**src/rtl/vga_sync_monitor_if.sv**
```systemverilog
// Pin bus and measurement results between a VGA generator side and the sync monitor.
interface vga_sync_monitor_if #(
    parameter int unsigned CNT_W = 11
);
    logic [7:0]       vga_in;
    logic [CNT_W-1:0] h_total;
    logic [CNT_W-1:0] h_sync_len;
    logic [CNT_W-1:0] v_total;
    logic [CNT_W-1:0] v_sync_len;
    logic [15:0]      frame_sum;
    logic             frame_valid;
    logic             locked;
    logic [7:0]       frame_count;

    // Generator / harness side: drives pins, observes results
    modport master (
        output vga_in,
        input  h_total, h_sync_len, v_total, v_sync_len,
        input  frame_sum, frame_valid, locked, frame_count
    );

    // Monitor side: samples pins, reports results
    modport slave (
        input  vga_in,
        output h_total, h_sync_len, v_total, v_sync_len,
        output frame_sum, frame_valid, locked, frame_count
    );
endinterface

```
**src/rtl/vga_sync_monitor.sv**
```systemverilog
// Passive TinyVGA PMOD receiver: recovers line/frame timing, per-frame checksum and lock.
module vga_sync_monitor #(
    parameter bit          HSYNC_ACTIVE_LOW = 1'b1,
    parameter bit          VSYNC_ACTIVE_LOW = 1'b1,
    parameter int unsigned CNT_W            = 11
) (
    input logic               clk,
    input logic               rst,
    vga_sync_monitor_if.slave bus
);
    localparam logic [CNT_W-1:0] CNT_MAX = {CNT_W{1'b1}};

    logic             hs_q, vs_q, hs_prev, vs_prev;
    logic [5:0]       pix_q;
    logic             h_armed, v_armed, snap_valid, frame_ok;
    logic [CNT_W-1:0] h_cnt, hl_cnt, v_cnt, vl_cnt;
    logic [CNT_W-1:0] h_total_q, h_sync_len_q, v_total_q, v_sync_len_q;
    logic [CNT_W-1:0] snap_h_total, snap_h_sync_len, snap_v_total, snap_v_sync_len;
    logic [15:0]      acc, frame_sum_q;
    logic             frame_valid_q, locked_q;
    logic [7:0]       frame_count_q;

    logic hs_rise_c, hs_fall_c, vs_rise_c, vs_fall_c;
    logic sat_c, h_bad_c, frame_close_c, timing_same_c;

    // Edge detection against previous sample; bad events spoil the current frame
    always_comb begin
        hs_rise_c     = hs_q & ~hs_prev;
        hs_fall_c     = ~hs_q & hs_prev;
        vs_rise_c     = vs_q & ~vs_prev;
        vs_fall_c     = ~vs_q & vs_prev;
        sat_c         = (h_cnt == CNT_MAX) | (hl_cnt == CNT_MAX) |
                        (v_cnt == CNT_MAX) | (vl_cnt == CNT_MAX);
        h_bad_c       = hs_rise_c & h_armed & (h_cnt != h_total_q);
        frame_close_c = vs_rise_c & v_armed;
        timing_same_c = (h_total_q == snap_h_total) & (h_sync_len_q == snap_h_sync_len) &
                        (v_cnt == snap_v_total) & (v_sync_len_q == snap_v_sync_len);
    end

    // Sample stage: polarity-normalised syncs and 6-bit pixel {R1,R0,G1,G0,B1,B0}
    always_ff @(posedge clk or posedge rst) begin
        if (rst) begin
            hs_q    <= 1'b0;
            vs_q    <= 1'b0;
            hs_prev <= 1'b0;
            vs_prev <= 1'b0;
            pix_q   <= '0;
        end else begin
            hs_q    <= bus.vga_in[7] ^ HSYNC_ACTIVE_LOW;
            vs_q    <= bus.vga_in[3] ^ VSYNC_ACTIVE_LOW;
            hs_prev <= hs_q;
            vs_prev <= vs_q;
            pix_q   <= {bus.vga_in[0], bus.vga_in[4], bus.vga_in[1],
                        bus.vga_in[5], bus.vga_in[2], bus.vga_in[6]};
        end
    end

    // Horizontal timing: line period and hsync pulse width
    always_ff @(posedge clk or posedge rst) begin
        if (rst) begin
            h_armed      <= 1'b0;
            h_cnt        <= '0;
            hl_cnt       <= '0;
            h_total_q    <= '0;
            h_sync_len_q <= '0;
        end else begin
            if (hs_rise_c) begin
                h_armed <= 1'b1;
                h_cnt   <= CNT_W'(1);
                if (h_armed) h_total_q <= h_cnt;
            end else if (h_armed && h_cnt != CNT_MAX) begin
                h_cnt <= h_cnt + CNT_W'(1);
            end
            if (hs_rise_c) hl_cnt <= CNT_W'(1);
            else if (hs_q && hl_cnt != CNT_MAX) hl_cnt <= hl_cnt + CNT_W'(1);
            if (hs_fall_c) h_sync_len_q <= hl_cnt;
        end
    end

    // Vertical timing: line starts per frame and per vsync pulse; a coincident line start joins the new frame
    always_ff @(posedge clk or posedge rst) begin
        if (rst) begin
            v_armed      <= 1'b0;
            v_cnt        <= '0;
            vl_cnt       <= '0;
            v_total_q    <= '0;
            v_sync_len_q <= '0;
        end else begin
            if (vs_rise_c) begin
                v_armed <= 1'b1;
                v_cnt   <= hs_rise_c ? CNT_W'(1) : '0;
                vl_cnt  <= hs_rise_c ? CNT_W'(1) : '0;
                if (v_armed) v_total_q <= v_cnt;
            end else begin
                if (v_armed && hs_rise_c && v_cnt != CNT_MAX) v_cnt <= v_cnt + CNT_W'(1);
                if (vs_q && hs_rise_c && vl_cnt != CNT_MAX) vl_cnt <= vl_cnt + CNT_W'(1);
            end
            if (vs_fall_c) v_sync_len_q <= vl_cnt;
        end
    end

    // Frame close: checksum, frame counter, consistency tracking and lock decision
    always_ff @(posedge clk or posedge rst) begin
        if (rst) begin
            acc             <= '0;
            frame_sum_q     <= '0;
            frame_valid_q   <= 1'b0;
            frame_count_q   <= '0;
            locked_q        <= 1'b0;
            frame_ok        <= 1'b0;
            snap_valid      <= 1'b0;
            snap_h_total    <= '0;
            snap_h_sync_len <= '0;
            snap_v_total    <= '0;
            snap_v_sync_len <= '0;
        end else begin
            frame_valid_q <= frame_close_c;
            if (vs_rise_c) acc <= '0;
            else if (!hs_q && !vs_q) acc <= acc + 16'(pix_q);
            if (vs_rise_c) frame_ok <= ~(h_bad_c | sat_c);
            else frame_ok <= frame_ok & ~(h_bad_c | sat_c);
            if (frame_close_c) begin
                frame_sum_q     <= acc;
                frame_count_q   <= frame_count_q + 8'd1;
                locked_q        <= snap_valid & frame_ok & timing_same_c;
                snap_valid      <= 1'b1;
                snap_h_total    <= h_total_q;
                snap_h_sync_len <= h_sync_len_q;
                snap_v_total    <= v_cnt;
                snap_v_sync_len <= v_sync_len_q;
            end
        end
    end

    assign bus.h_total     = h_total_q;
    assign bus.h_sync_len  = h_sync_len_q;
    assign bus.v_total     = v_total_q;
    assign bus.v_sync_len  = v_sync_len_q;
    assign bus.frame_sum   = frame_sum_q;
    assign bus.frame_valid = frame_valid_q;
    assign bus.locked      = locked_q;
    assign bus.frame_count = frame_count_q;
endmodule

```
**src/flat_wrapper.sv**
```systemverilog
// flat-port wrapper written by rule: the top's interface ports become plain ports
module vga_sync_monitor_flat 
#(
    parameter bit          HSYNC_ACTIVE_LOW = 1'b1,
    parameter bit          VSYNC_ACTIVE_LOW = 1'b1,
    parameter int unsigned CNT_W            = 11
)
  (clk, rst, bus_vga_in, bus_h_total, bus_h_sync_len, bus_v_total, bus_v_sync_len, bus_frame_sum, bus_frame_valid, bus_locked, bus_frame_count);
  vga_sync_monitor_if #(.CNT_W(CNT_W)) bus_i ();
  input logic clk;
  input logic rst;
  input wire logic [$bits(bus_i.vga_in)-1:0] bus_vga_in;
  output wire logic [$bits(bus_i.h_total)-1:0] bus_h_total;
  output wire logic [$bits(bus_i.h_sync_len)-1:0] bus_h_sync_len;
  output wire logic [$bits(bus_i.v_total)-1:0] bus_v_total;
  output wire logic [$bits(bus_i.v_sync_len)-1:0] bus_v_sync_len;
  output wire logic [$bits(bus_i.frame_sum)-1:0] bus_frame_sum;
  output wire logic [$bits(bus_i.frame_valid)-1:0] bus_frame_valid;
  output wire logic [$bits(bus_i.locked)-1:0] bus_locked;
  output wire logic [$bits(bus_i.frame_count)-1:0] bus_frame_count;
  assign bus_i.vga_in = bus_vga_in;
  assign bus_h_total = bus_i.h_total;
  assign bus_h_sync_len = bus_i.h_sync_len;
  assign bus_v_total = bus_i.v_total;
  assign bus_v_sync_len = bus_i.v_sync_len;
  assign bus_frame_sum = bus_i.frame_sum;
  assign bus_frame_valid = bus_i.frame_valid;
  assign bus_locked = bus_i.locked;
  assign bus_frame_count = bus_i.frame_count;
  vga_sync_monitor #(.HSYNC_ACTIVE_LOW(HSYNC_ACTIVE_LOW), .VSYNC_ACTIVE_LOW(VSYNC_ACTIVE_LOW), .CNT_W(CNT_W)) u_core (.clk(clk), .rst(rst), .bus(bus_i));
endmodule
```
**config.mk**
```make
export PLATFORM = sky130hd
export DESIGN_NAME = vga_sync_monitor_flat
export DESIGN_NICKNAME = d
export VERILOG_FILES = /design/src/rtl/vga_sync_monitor_if.sv /design/src/rtl/vga_sync_monitor.sv /design/src/flat_wrapper.sv
export SDC_FILE = /design/constraint.sdc
export NUM_CORES = 1
export LEC_CHECK = 0
export BUFFER_PORTS_ARGS = -buffer_cell sky130_fd_sc_hd__buf_2
export CAP_MARGIN = 15
export CORE_MARGIN = 2
export CORE_UTILIZATION = 30
export CTS_CLUSTER_DIAMETER = 30
export DETAILED_ROUTE_END_ITERATION = 10
export GPL_TIMING_DRIVEN = 0
export HOLD_SLACK_MARGIN = 0.08
export MAX_ROUTING_LAYER = met4
export SLEW_MARGIN = 20
export SYNTH_ARGS = -nofsm -noshare
export SYNTH_HDL_FRONTEND = slang
export SYNTH_SLANG_ARGS = --single-unit
```
**constraint.sdc**
```tcl
create_clock -name clk -period 5.88 [get_ports clk]
set_input_delay 1.176 -clock clk [delete_from_list [all_inputs] [get_ports clk]]
set_output_delay 1.176 -clock clk [all_outputs]
set_load 0.005 [all_outputs]
```
**Yosys cells after proc, flatten, opt, wreduce, memory -nomap -nowiden**

Cells that the tools add are included.

- Bits in registers: 188
- Bits of input ports: 10
- Output and inout port bits: 70
- Logic and storage cells: 97

- $add $sub $neg: 6
- Equal/unequal tests: 13
- Muxes and demuxes: 12
- Bitwise logic cells: 24
- Reductions and logical operators: 16

Operators with widths:

| kind | count |
|---|---|
| $mux 11 | 8 |
| $add 11x1->11 const B | 4 |
| $eq 11x11->1 | 4 |
| $eq 11x11->1 const B | 4 |
| $ne 11x11->1 const B | 4 |
| $mux 16 | 2 |
| $add 16x6->16 | 1 |
| $and 1x1->1 | 13 |
| $ne 11x11->1 | 1 |
| $reduce_bool 2->1 | 5 |
| $add 8x1->8 const B | 1 |
| $logic_and 1x1->1 | 7 |
| $not 1->1 | 7 |
| $or 1x1->1 | 4 |
| $reduce_and 2->1 | 2 |
| $logic_not 1->1 | 2 |
| $mux 1 | 2 |

**Depth between registers and ports, before layout**

Gate-level depths: netlist of run 1.

- Word-level depth: 8
- Mapped depth: 8
- Gate-level depth less buffers: 8

**Least setup slack after synthesis of run 1**

OpenSTA, ideal clock, no wires.

- Kind: register to register
- Start: register u_core.acc[0]
- End: register u_core.acc[12]
- Data arrival time: 1.832 ns
- Required time: 5.801 ns
- Slack: 3.969 ns
- Cell stages (with the launch flop): 9
- Path through: dfrtp_1 -> ha_1 -> inv_1 -> fa_1 -> nor2b_1 -> o21a_1 -> o21ai_0 -> a211oi_1 -> mux2i_1

- Word-level cells in the longest chain between the ends: 3

Ends and longest elaborated chain:

| what | line | RTL |
|---|---|---|
| start: declaration | vga_sync_monitor.sv:19 | `logic [15:0] acc, frame_sum_q;` |
| start signal: assignment | vga_sync_monitor.sv:119 | `else if (!hs_q && !vs_q) acc <= acc + 16'(pix_q);` |
| $add 16x6->16 | vga_sync_monitor.sv:119 |  |
| $mux 16 | vga_sync_monitor.sv:119 |  |
| $mux 16 | vga_sync_monitor.sv:118 | `if (vs_rise_c) acc <= '0;` |

No other way between the ends. The select of a mux whose other input is x is not followed.
A chain may end at the register's enable or synchronous reset.

**Worst setup path after layout of run 1**

- Start: register u_core.h_sync_len_q[10], in the netlist u_core.bus.h_sync_len[10]
- End: output port bus_h_sync_len[10]

RTL lines:

| what | line | RTL |
|---|---|---|
| start: declaration | vga_sync_monitor.sv:17 | `logic [CNT_W-1:0] h_total_q, h_sync_len_q, v_total_q, v_sync_len_q;` |
| start signal: assignment | vga_sync_monitor.sv:76 | `if (hs_fall_c) h_sync_len_q <= hl_cnt;` |
| end: declaration | flat_wrapper.sv:14 | `output wire logic [$bits(bus_i.h_sync_len)-1:0] bus_h_sync_len;` |

No word-level cell between the ends.

==> key figures, run 1 <==
Pwr
  • Internal: 2150 uW
  • Pleak: 0.00490 uW
  • Sequential Power Share: 47.8%
  • Clock share of power: 35.0%
  • Logic pwr share: 17.2%
  • Sw Ratio: 30.3%
  • Pwr Density: 320 nW/um^2
  • Peak supply drop: 0.149 mV
  • Net Switching: 935 uW

Clocking
  • # resized after CTS: 0
  • Hold-fix buffers, CTS: 0
  • Clk_lat worst skew: 0.44 ns
  • CTS H-tree lvls: 4
  • Sink Count: 177
  • Num CTS Buffers: 17
  • Clock Pin Slew Worst Setup and Hold Paths: 0.07 ns
  • CTS root buffer: clkbuf_16
  • TritonCTS clock tree: yes
  • Clock tree buffer depth: 2
  • Post-CTS Setup Repair Bufs: 0

Critical path
  • Critical setup path kind: reg -> out
  • Family with the most delay on the worst path: flip-flops
  • Worst reg2reg startpoint: u_core.acc[0]$_DFFE_PP0P_
  • Worst path cell trace: buf_2
  • CP peak stage delay: 0.50 ns
  • Crit path max-delay cell type: dfrtp_1
  • Worst R2R End: u_core.acc[14]$_DFFE_PP0P_
  • Crit. End Element: output pin
  • Worst path bufs/invs: 1
  • R2R depth: 8
  • Critical Path RT: 4.70 ns
  • CP Launch Type: flop
  • Reg2reg setup slack: 3.63 ns
  • Crit-path max FO: 4
  • CP arrival: 1.12 ns

Floorplanning
  • Die area: 28400 sq um
  • Core ar.: 26700 sq um
  • Site row count: 60
  • Die W: 168 microns
  • Starting Density: 30.3%
  • Die Y: 168 microns
  • I/O Pins: 80

Hold path
  • Hold EP: u_core.bus.frame_count[7]$_DFFE_PP0P_
  • Hold WC Path Type: reg -> reg
  • Hold depth: 1
  • Hold path start: u_core.bus.frame_count[7]$_DFFE_PP0P_

STA
  • Final setup fails: 0
  • Final min period: 2.29 ns
  • Fmax: 436 MHz
  • Final slew viol count: 0
  • Clock Skews: 0.00883 ns
  • Sum Neg Setup Slack: 0 ns
  • Min Hold Slack: 0.462 ns
  • Worst-Margin Slew: 0.954 ns
  • Final period utilization: 39.0%
  • RSZ-0062 raised after global routing: no
  • Hold Vio Cnt, Final: 0
  • Max-slew headroom: 35.8%

Yosys
  • Synthesized Nets: 800
  • Seq/Total Area, Yosys: 54.6%
  • Synth cell types: 58
  • Top-count cell post-synth: nand2_1
  • Average size of a mapped cell: 10.4 sq um
  • Yosys top cell area share: 54.6%
  • Main synth FF type: dfrtp_1
  • Largest area contributor in the netlist: dfrtp_1
  • Post-synthesis cell count: 778
  • Post-synth EDFFs: 0
  • Post-Syn Area: 8110 sq um
  • Yosys warns: 0
  • Area contributors post-synth: dfrtp_1 (55%), nand2_1 (8.6%), xor2_1 (6.6%), mux2_2 (5.8%), xnor2_1 (3.3%)
  • Yosys reg bits: 177
  • Commonest cells post-synth: nand2_1 (186), dfrtp_1 (177), xor2_1 (61)
  • Ys async rst share: 100%

Global routing
  • GR Util All Layers: 15.1%
  • Vias in the first global route: 5680
  • Largest net degree at the start of global routing: 33
  • Initial antenna violation count: 0
  • GRT overflow: 0
  • Global-route wire length before repair: 32.0 mm

Placed design
  • Post-DP HPWL: 14.8 mm
  • Gpl congestion: 0.864
  • # port buffers: 79
  • Placed Cells: 1205

Finish
  • Post-Layout Cell Count: 1237
  • Fraction of layout cells with a size suffix above 1: 21.7%
  • Layout area overhead: 19.0%
  • Nets: 905
  • Diodes inserted: 0

Job
  • Max cap viols: 0

Routing
  • Avg Vias per Cell: 4.67
  • DR pass1 iterations: 5
  • DR WL/cell: 16.0 microns
  • Iter 0 DRT Violations: 289
  • Antenna viol nets, final: 0
  • DRC: 0
  • Vias: 5779
  • Drt total wl: 19.8 mm

Status
  • Status: finished, final reports clean
[sequential cells by signal (all words and copies together) (netlist names), 6 cells and up]
name,cells
u_core.snap_v_total,11
u_core.bus.frame_sum,16
u_core.bus.frame_count,8
u_core.pix_q,6
u_core.snap_h_sync_len,11
u_core.vl_cnt,11
u_core.acc,16
u_core.bus.h_total,11
u_core.bus.h_sync_len,11
u_core.snap_v_sync_len,11
u_core.snap_h_total,11
u_core.v_cnt,11
u_core.bus.v_sync_len,11
u_core.hl_cnt,11
u_core.h_cnt,11
[cells by family after synthesis]
| family | count (synthesis) | synth area share (%) |
|---|---|---|
| buffers and inverters | 43 | 2.41 |
| DFF | 177 | 54.6 |
| and+or+nand+nor | 342 | 19.3 |
| AOI/OAI and AO/OA | 61 | 4.88 |
| xor gates and xnor gates | 92 | 9.94 |
| adders and majority gates | 12 | 1.94 |
| muxes | 51 | 6.94 |
[through the flow]
stage / instance area [sq um] / utilization, % / power, uW / setup slack (ns)
after global placement: 8930 / 33.4 / 2010 / 1.19
after global routing: 9650 / 36.1 / 3250 / 3.46
after detailed placement: 9090 / 34.0 / 2040 / 3.63
after floorplan: 8110 / - / 1820 / 2.44
after CTS: 9650 / 36.1 / 3120 / 3.57
final: 9650 / 36.1 / 3090 / 3.59
[worst max path at each step]
stage | slack [ns] | endpoint | depth (start not counted) | start
after CTS | 3.57 | bus_h_sync_len[10] | 1 | u_core.bus.h_sync_len[10]$_DFFE_PP0P_
final | 3.59 | bus_h_sync_len[10] | 1 | u_core.bus.h_sync_len[10]$_DFFE_PP0P_
after global routing | 3.46 | u_core.acc[14]$_DFFE_PP0P_ | 8 | u_core.acc[0]$_DFFE_PP0P_
after floorplan | 2.44 | u_core.acc[0]$_DFFE_PP0P_ | 1 | rst
after detailed placement | 3.63 | u_core.acc[14]$_DFFE_PP0P_ | 8 | u_core.acc[0]$_DFFE_PP0P_
after global placement | 1.19 | u_core.bus.h_total[2]$_DFFE_PP0P_ | 2 | rst
[layout by cell type, fill, tap and decap left out, types with 9 or more instances in the layout]
cell type,instances
nor4_1,16
ha_1,11
nor2_1,42
o21ai_0,22
inv_1,12
nor3_1,22
nand2_1,186
a21oi_1,14
xor2_1,61
dfrtp_1,177
mux2_2,42
nand4_1,12
mux2i_1,9
nand3_1,25
clkbuf_16,17
clkbuf_1,10
buf_2,93
xnor2_1,31
[worst register-to-register path: stages, from the launching register on]
cell and delay (ns):
dfrtp_1 0.39, ha_1 0.23, inv_1 0.07, fa_1 0.41, nor2b_1 0.13, o21a_1 0.13
o21ai_0 0.24, a211oi_1 0.36, mux2i_1 0.21
[power by group through the flow]
stage	logic (uW)	registers [uW]	clock network, uW
after floorplan	351	1470	0
after global placement	517	1490	0
after detailed placement	535	1500	0
after CTS	539	1480	1110
after global routing	599	1490	1160
final	530	1480	1080
[area by class of cell]
cell class	instances	area, sq um
inverter	14	56.3
tap	341	427
buffer	29	143
clock buffer	19	453
multi-input combinational	558	3480
fill	2670	17100
sequential	177	4430
timing repair buffer	86	551
clock inverter	13	106
[layer usage]
layer  up-vias  track usage [%]  share of wire (%)
li1       2832                -                  -
met1      2823             19.7                 47
met2        95             22.7                 46
met3        29             3.62                4.6
met4         0             6.00                2.5
met5         -                -                  0
Note: power is estimated with default switching activity, not from simulation.
==> run 2, diff against run 1 <==
- ABC_AREA: unset -> 1
- clock period: 5.88 -> 2.3 ns (I/O delays scaled with it)
==> run 2 against run 1 <==
  * Setup slack worse by 3.2 ns
  * Clock-buffer cell count up 3
  * Routed wire length up 20%
  * Critical path depth up 10
  * Clock skew up 0.0070 ns
==> key figures, run 2 <==
STA
  • Clock Skews: 0.0159 ns
  • Final slew viol count: 0
  • Final min period: 1.86 ns
  • Worst-Margin Slew: 0.639 ns
  • Final setup fails: 0
  • Fin worst setup slack: 0.437 ns
  • Final period utilization: 81.0%
  • Hold Vio Cnt, Final: 0
  • RSZ-0062 raised after global routing: no
  • Max-slew headroom: 57.4%
  • Sum Neg Setup Slack: 0 ns
  • Fmax: 537 MHz

Floorplanning
  • Die area: 30700 sq um
  • Site row count: 62
  • Die Y: 175 microns
  • I/O Pins: 80
  • Die W: 175 microns
  • Starting Density: 30.5%
  • Core ar.: 28800 sq um

Yosys
  • Yosys reg bits: 177
  • Seq/Total Area, Yosys: 50.4%
  • Synth cell types: 30
  • Largest area contributor in the netlist: dfrtp_1
  • Yosys warns: 0
  • Post-synthesis cell count: 1138
  • Post-Syn Area: 8790 sq um
  • Commonest cells post-synth: nand2_1 (369), dfrtp_1 (177), inv_1 (168)
  • Ys async rst share: 100%
  • Top-count cell post-synth: nand2_1
  • Post-synth EDFFs: 0
  • Main synth FF type: dfrtp_1
  • Area contributors post-synth: dfrtp_1 (50%), nand2_1 (16%), inv_1 (7.2%), o21ai_0 (5.0%), o21ai_1 (3.2%)
  • Average size of a mapped cell: 7.72 sq um
  • Yosys top cell area share: 50.4%
  • Synthesized Nets: 1160

Clocking
  • CTS root buffer: clkbuf_16
  • # resized after CTS: 0
  • Clock Pin Slew Worst Setup and Hold Paths: 0.07 ns
  • Hold-fix buffers, CTS: 0
  • Num CTS Buffers: 17
  • Sink Count: 177
  • Post-CTS Setup Repair Bufs: 0
  • CTS H-tree lvls: 4
  • Clk_lat worst skew: 0.43 ns
  • Clock tree buffer depth: 2
  • TritonCTS clock tree: yes

Pwr
  • Peak supply drop: 0.467 mV
  • Pwr Density: 765 nW/um^2
  • Pleak: 0.00502 uW

Finish
  • Most common cell after layout, fill and taps aside: nand2_1
  • Most frequent cells in the layout: nand2_1 (369), dfrtp_1 (177), inv_1 (167)
  • Nets: 1264
  • Design area: 10400 sq um
  • Fraction of layout cells with a size suffix above 1: 12.7%
  • Layout area overhead: 17.8%
  • Diodes inserted: 0
  • Util after Layout: 36.0%

Global routing
  • GRT overflow: 0
  • GR Util All Layers: 16.8%
  • Largest net degree at the start of global routing: 33
  • Initial antenna violation count: 0
  • Vias in the first global route: 7253
  • Global-route wire length before repair: 39.4 mm

Routing
  • Met1 wire length: 11.4 mm
  • Top sig layer: met4
  • DR WL/cell: 14.6 microns
  • Drt total wl: 23.9 mm
  • Avg Vias per Cell: 4.61
  • Vias: 7561
  • Met3 WL: 943 microns
  • Met2 routed WL: 11.2 mm
  • Antenna viol nets, final: 0
  • DR pass1 iterations: 5
  • Iter 0 DRT Violations: 549
  • DRC: 0

Critical path
  • Critical Path RT: 2.62 ns
  • Critical setup path kind: reg -> reg
  • Crit. End Element: flop
  • CP Launch Type: flop
  • CP arrival: 2.19 ns
  • Crit-path max FO: 4

Placed design
  • Gpl congestion: 0.926
  • Area post-placement: 9800 sq um
  • DP Worst Slack: 0.454 ns
  • # port buffers: 79
  • Post-DP HPWL: 18.3 mm

Hold path
  • Hold WC Path Type: in -> async

Job
  • Max cap viols: 0

Status
  • Status: finished, final reports clean
run 2: metal layers:
layer	up-vias	GRT usage, %
met1	3588	22.7
met2	143	26.2
met3	21	3.15
met5	-	-
met4	0	3.96
li1	3809	-
run 2: critical path, cell delays in order, from the launching register on:
cell	delay, ns
dfrtp_1	0.35
ha_1	0.17
inv_1	0.06
fa_1	0.38
inv_1	0.11
nand2_1	0.06
nand3_1	0.15
nand2_1	0.09
nor2_1	0.17
nand3_1	0.09
nand2_1	0.07
inv_1	0.04
run 2: final timing paths:
check	end	slack, ns	cells past startpoint	startpoint
worst min register to register	u_core.bus.frame_count[7]$_DFFE_PP0P_	0.47	1	u_core.bus.frame_count[7]$_DFFE_PP0P_
worst max register to register	u_core.acc[12]$_DFFE_PP0P_	0.44	11	u_core.pix_q[0]$_DFF_PP0_
max in group asynchronous	u_core.h_cnt[1]$_DFFE_PP0P_	1.43	4	rst
worst max-delay path	u_core.acc[12]$_DFFE_PP0P_	0.44	11	u_core.pix_q[0]$_DFF_PP0_
min in group clk	u_core.pix_q[4]$_DFF_PP0_	0.13	1	bus_vga_in[4]
worst min-delay path	u_core.bus.v_sync_len[8]$_DFFE_PP0P_	0.09	2	rst
run 2: stage by stage:
| stage | std cells | hold slack, ns | power, uW |
|---|---|---|---|
| 2_1_floorplan | 1138 | 0.439 | 4620 |
| 3_3_place_gp | 1601 | 0.452 | 5120 |
| 3_5_place_dp | 1607 | 0.462 | 5170 |
| 4_1_cts | 1639 | 0.0868 | 8020 |
| 5_1_grt | 1639 | 0.107 | 8400 |
| 6_report | 1639 | 0.0936 | 7920 |
run 2: power breakdown:
part / internal (uW) / switching [uW] / leakage [uW]
Sequential: 3400 / 312 / 0.00237
Combinational: 524 / 854 / 0.00238
Clock: 1600 / 1230 / 0.000268
Total: 5520 / 2400 / 0.00502
run 2: cell families (layout without fill, tap and decap cells):
logic type	count (synthesis)	in the layout	synth area share [%]
XOR/XNOR	21	21	2.09
buffers and inverters	200	317	9.07
adder cells (fa/ha/maj)	12	12	1.79
flip-flops	177	177	50.4
AO/OA/AOI/OAI	167	167	9.72
AND/OR/NAND/NOR	561	561	26.9
run 2: final cells by class:
cell class                      count  area (sq um)
Buffer                             25           140
Clock buffer                       22           444
Clock inverter                     10           113
Fill cell                        3041         18400
Inverter                          175           661
Sequential cell                   177          4430
Timing Repair Buffer               85           523
Tap cell                          384           480
Multi-Input combinational cell    761          3560
==> run 3, diff against run 2 <==
- clock period: 2.3 -> 1.5 ns (I/O delays scaled with it)
==> run 3 against run 2 <==
  * The run now ends with negative setup slack left
  * Worst hold slack better by 0.38 ns
  * Largest cell class unchanged
  * Via count grew 4.9%
  * Final area is 8.2% higher
  * Maximum frequency up 13%
  * Routed wire length increased by 4.2%
  * Critical path type unchanged
==> key figures, run 3 (synthesis results as in run 2) <==
Floorplanning
  • Die area: 30700 sq um
  • Die W: 175 microns
  • I/O Pins: 80
  • Site row count: 62
  • Core ar.: 28800 sq um
  • Starting Density: 30.5%
  • Die Y: 175 microns

Global routing
  • GRT overflow: 0
  • Largest net degree at the start of global routing: 33
  • Initial antenna violation count: 0
  • GR Util All Layers: 16.8%
  • Global-route wire length before repair: 39.3 mm
  • Vias in the first global route: 7384

Clocking
  • TritonCTS clock tree: yes
  • CTS H-tree lvls: 4
  • CTS root buffer: clkbuf_16
  • Sink Count: 177
  • Num CTS Buffers: 17
  • Clk_lat worst skew: 0.44 ns
  • Clock tree buffer depth: 2
  • Clock Pin Slew Worst Setup and Hold Paths: 0.07 ns

Placed design
  • DP Worst Slack: -0.303 ns
  • Gpl congestion: 0.880
  • Post-DP HPWL: 18.0 mm
  • # port buffers: 79

STA
  • Worst-Margin Slew: 0.522 ns
  • Min Hold Slack: 0.473 ns
  • Hold Vio Cnt, Final: 0
  • Final slew viol count: 0
  • Fmax: 604 MHz
  • Fin worst setup slack: -0.154 ns
  • Final setup fails: 6
  • RSZ-0062 raised after global routing: yes
  • Final period utilization: 110%
  • Clock Skews: 0.0121 ns
  • Max-slew headroom: 65.2%
  • Final min period: 1.65 ns

Job
  • Max cap viols: 0

Pwr
  • Peak supply drop: 0.773 mV
  • Pleak: 0.00535 uW
  • Pwr Density: 1150 nW/um^2

Finish
  • Fraction of layout cells with a size suffix above 1: 21.5%
  • Most frequent cells in the layout: nand2_1 (354), dfrtp_1 (165), inv_1 (158)
  • Nets: 1313
  • Diodes inserted: 0
  • Layout area overhead: 27.4%
  • Most common cell after layout, fill and taps aside: nand2_1

Critical path
  • Critical setup path kind: reg -> reg
  • Worst path bufs/invs: 3
  • CP arrival: 1.98 ns
  • Crit path max-delay cell type: dfrtp_1
  • CP peak stage delay: 0.36 ns
  • Crit. End Element: flop
  • Worst path cell trace: ha_2 -> inv_2 -> fa_2 -> inv_2 -> nand2_2 -> nand3_4 -> buf_4 -> nand4_1 -> nor2_1 -> nor2_1
  • Family with the most delay on the worst path: adder cells
  • Crit-path max FO: 3
  • Critical Path RT: 1.83 ns
  • CP Launch Type: flop

Hold path
  • Hold WC Path Type: reg -> reg

Routing
  • Iter 0 DRT Violations: 563
  • Vias: 7929
  • Drt total wl: 24.9 mm
  • Avg Vias per Cell: 4.70
  • DR WL/cell: 14.7 microns
  • Antenna viol nets, final: 0
  • DRC: 0
  • DR pass1 iterations: 5

Status
  • Failing checks: negative setup slack
  • Status: finished, violations left
==> run 3: changes by cell type in the layout (fill, tap and decap cells not counted), moves of 10 or more <==
cell           delta
buf_4            +41
dfrtp_1          -12
dfrtp_2          +12
dlygate4sd3_1    +10
nand2_1          -15
o21ai_0          -12
o21ai_1          +10
==> run 3: through the flow <==
| stage | cell area [sq um] | setup TNS, ns | util (%) | power, uW | std cells |
|---|---|---|---|---|---|
| after floorplan | 8800 | -188.82 | - | 7090 | 1138 |
| after global placement | 9680 | -431.39 | 33.6 | 7830 | 1601 |
| after detailed placement | 9800 | -29.82 | 34.0 | 7910 | 1607 |
| after CTS | 10900 | -0.413 | 37.8 | 12700 | 1673 |
| after global routing | 11200 | -1.45 | 38.9 | 13600 | 1688 |
| final | 11200 | -0.571 | 38.9 | 12800 | 1688 |
==> run 3: worst paths after layout <==
kind | startpoint | end | slack [ns] | cells past startpoint
max | u_core.acc[0]$_DFFE_PP0P_ | u_core.acc[10]$_DFFE_PP0P_ | -0.15 | 10
min | u_core.bus.frame_count[7]$_DFFE_PP0P_ | u_core.bus.frame_count[7]$_DFFE_PP0P_ | 0.47 | 1
max reg2reg | u_core.acc[0]$_DFFE_PP0P_ | u_core.acc[10]$_DFFE_PP0P_ | -0.15 | 10
min reg2reg | u_core.bus.frame_count[7]$_DFFE_PP0P_ | u_core.bus.frame_count[7]$_DFFE_PP0P_ | 0.47 | 1
max in group asynchronous | rst | u_core.bus.h_sync_len[4]$_DFFE_PP0P_ | 0.23 | 7
min in group asynchronous | rst | u_core.bus.frame_sum[0]$_DFFE_PP0P_ | 0.48 | 4
==> run 3: worst register-to-register path: stages (launching register included) <==
cell,delay (ns)
dfrtp_1,0.36
ha_2,0.20
inv_2,0.04
fa_2,0.34
inv_2,0.07
nand2_2,0.07
nand3_4,0.08
buf_4,0.12
nand4_1,0.11
nor2_1,0.12
nor2_1,0.05
==> run 3: repair_timing <==
| action | 4_1_cts | 5_1_grt |
|---|---|---|
| pin swaps | 12 | 25 |
| hold endpoints to repair | 31 | 23 |
| gates cloned | 1 | 1 |
| endpoints found under the setup margin | 132 | 129 |
| gates resized for setup | 58 | 68 |
| hold buffers | 10 | 1 |
| buffers inserted | 23 | 13 |
==> run 3: layer usage <==
layer | track usage, % | part of all wire, %
met4 | 5.63 | 2.2
met3 | 2.98 | 3.8
met1 | 21.9 | 46
met5 | - | 0
met2 | 26.4 | 48
==> run 3: final cells by class <==
| cell class | instances | area [sq um] |
|---|---|---|
| sequential | 177 | 4440 |
| inverter | 175 | 671 |
| multi-input combinational | 763 | 3920 |
| tap | 384 | 480 |
| clock inverter | 15 | 166 |
| fill | 2926 | 17600 |
| timing repair buffer | 132 | 920 |
| buffer | 25 | 174 |
| clock buffer | 17 | 425 |
==> run 3: power by group <==
part           total [uW]  internal (uW)  switching, uW  leakage [uW]
clock network        4550           2380           2170      0.000288
registers            5700           5220            473       0.00236
logic                2600           1090           1510       0.00271
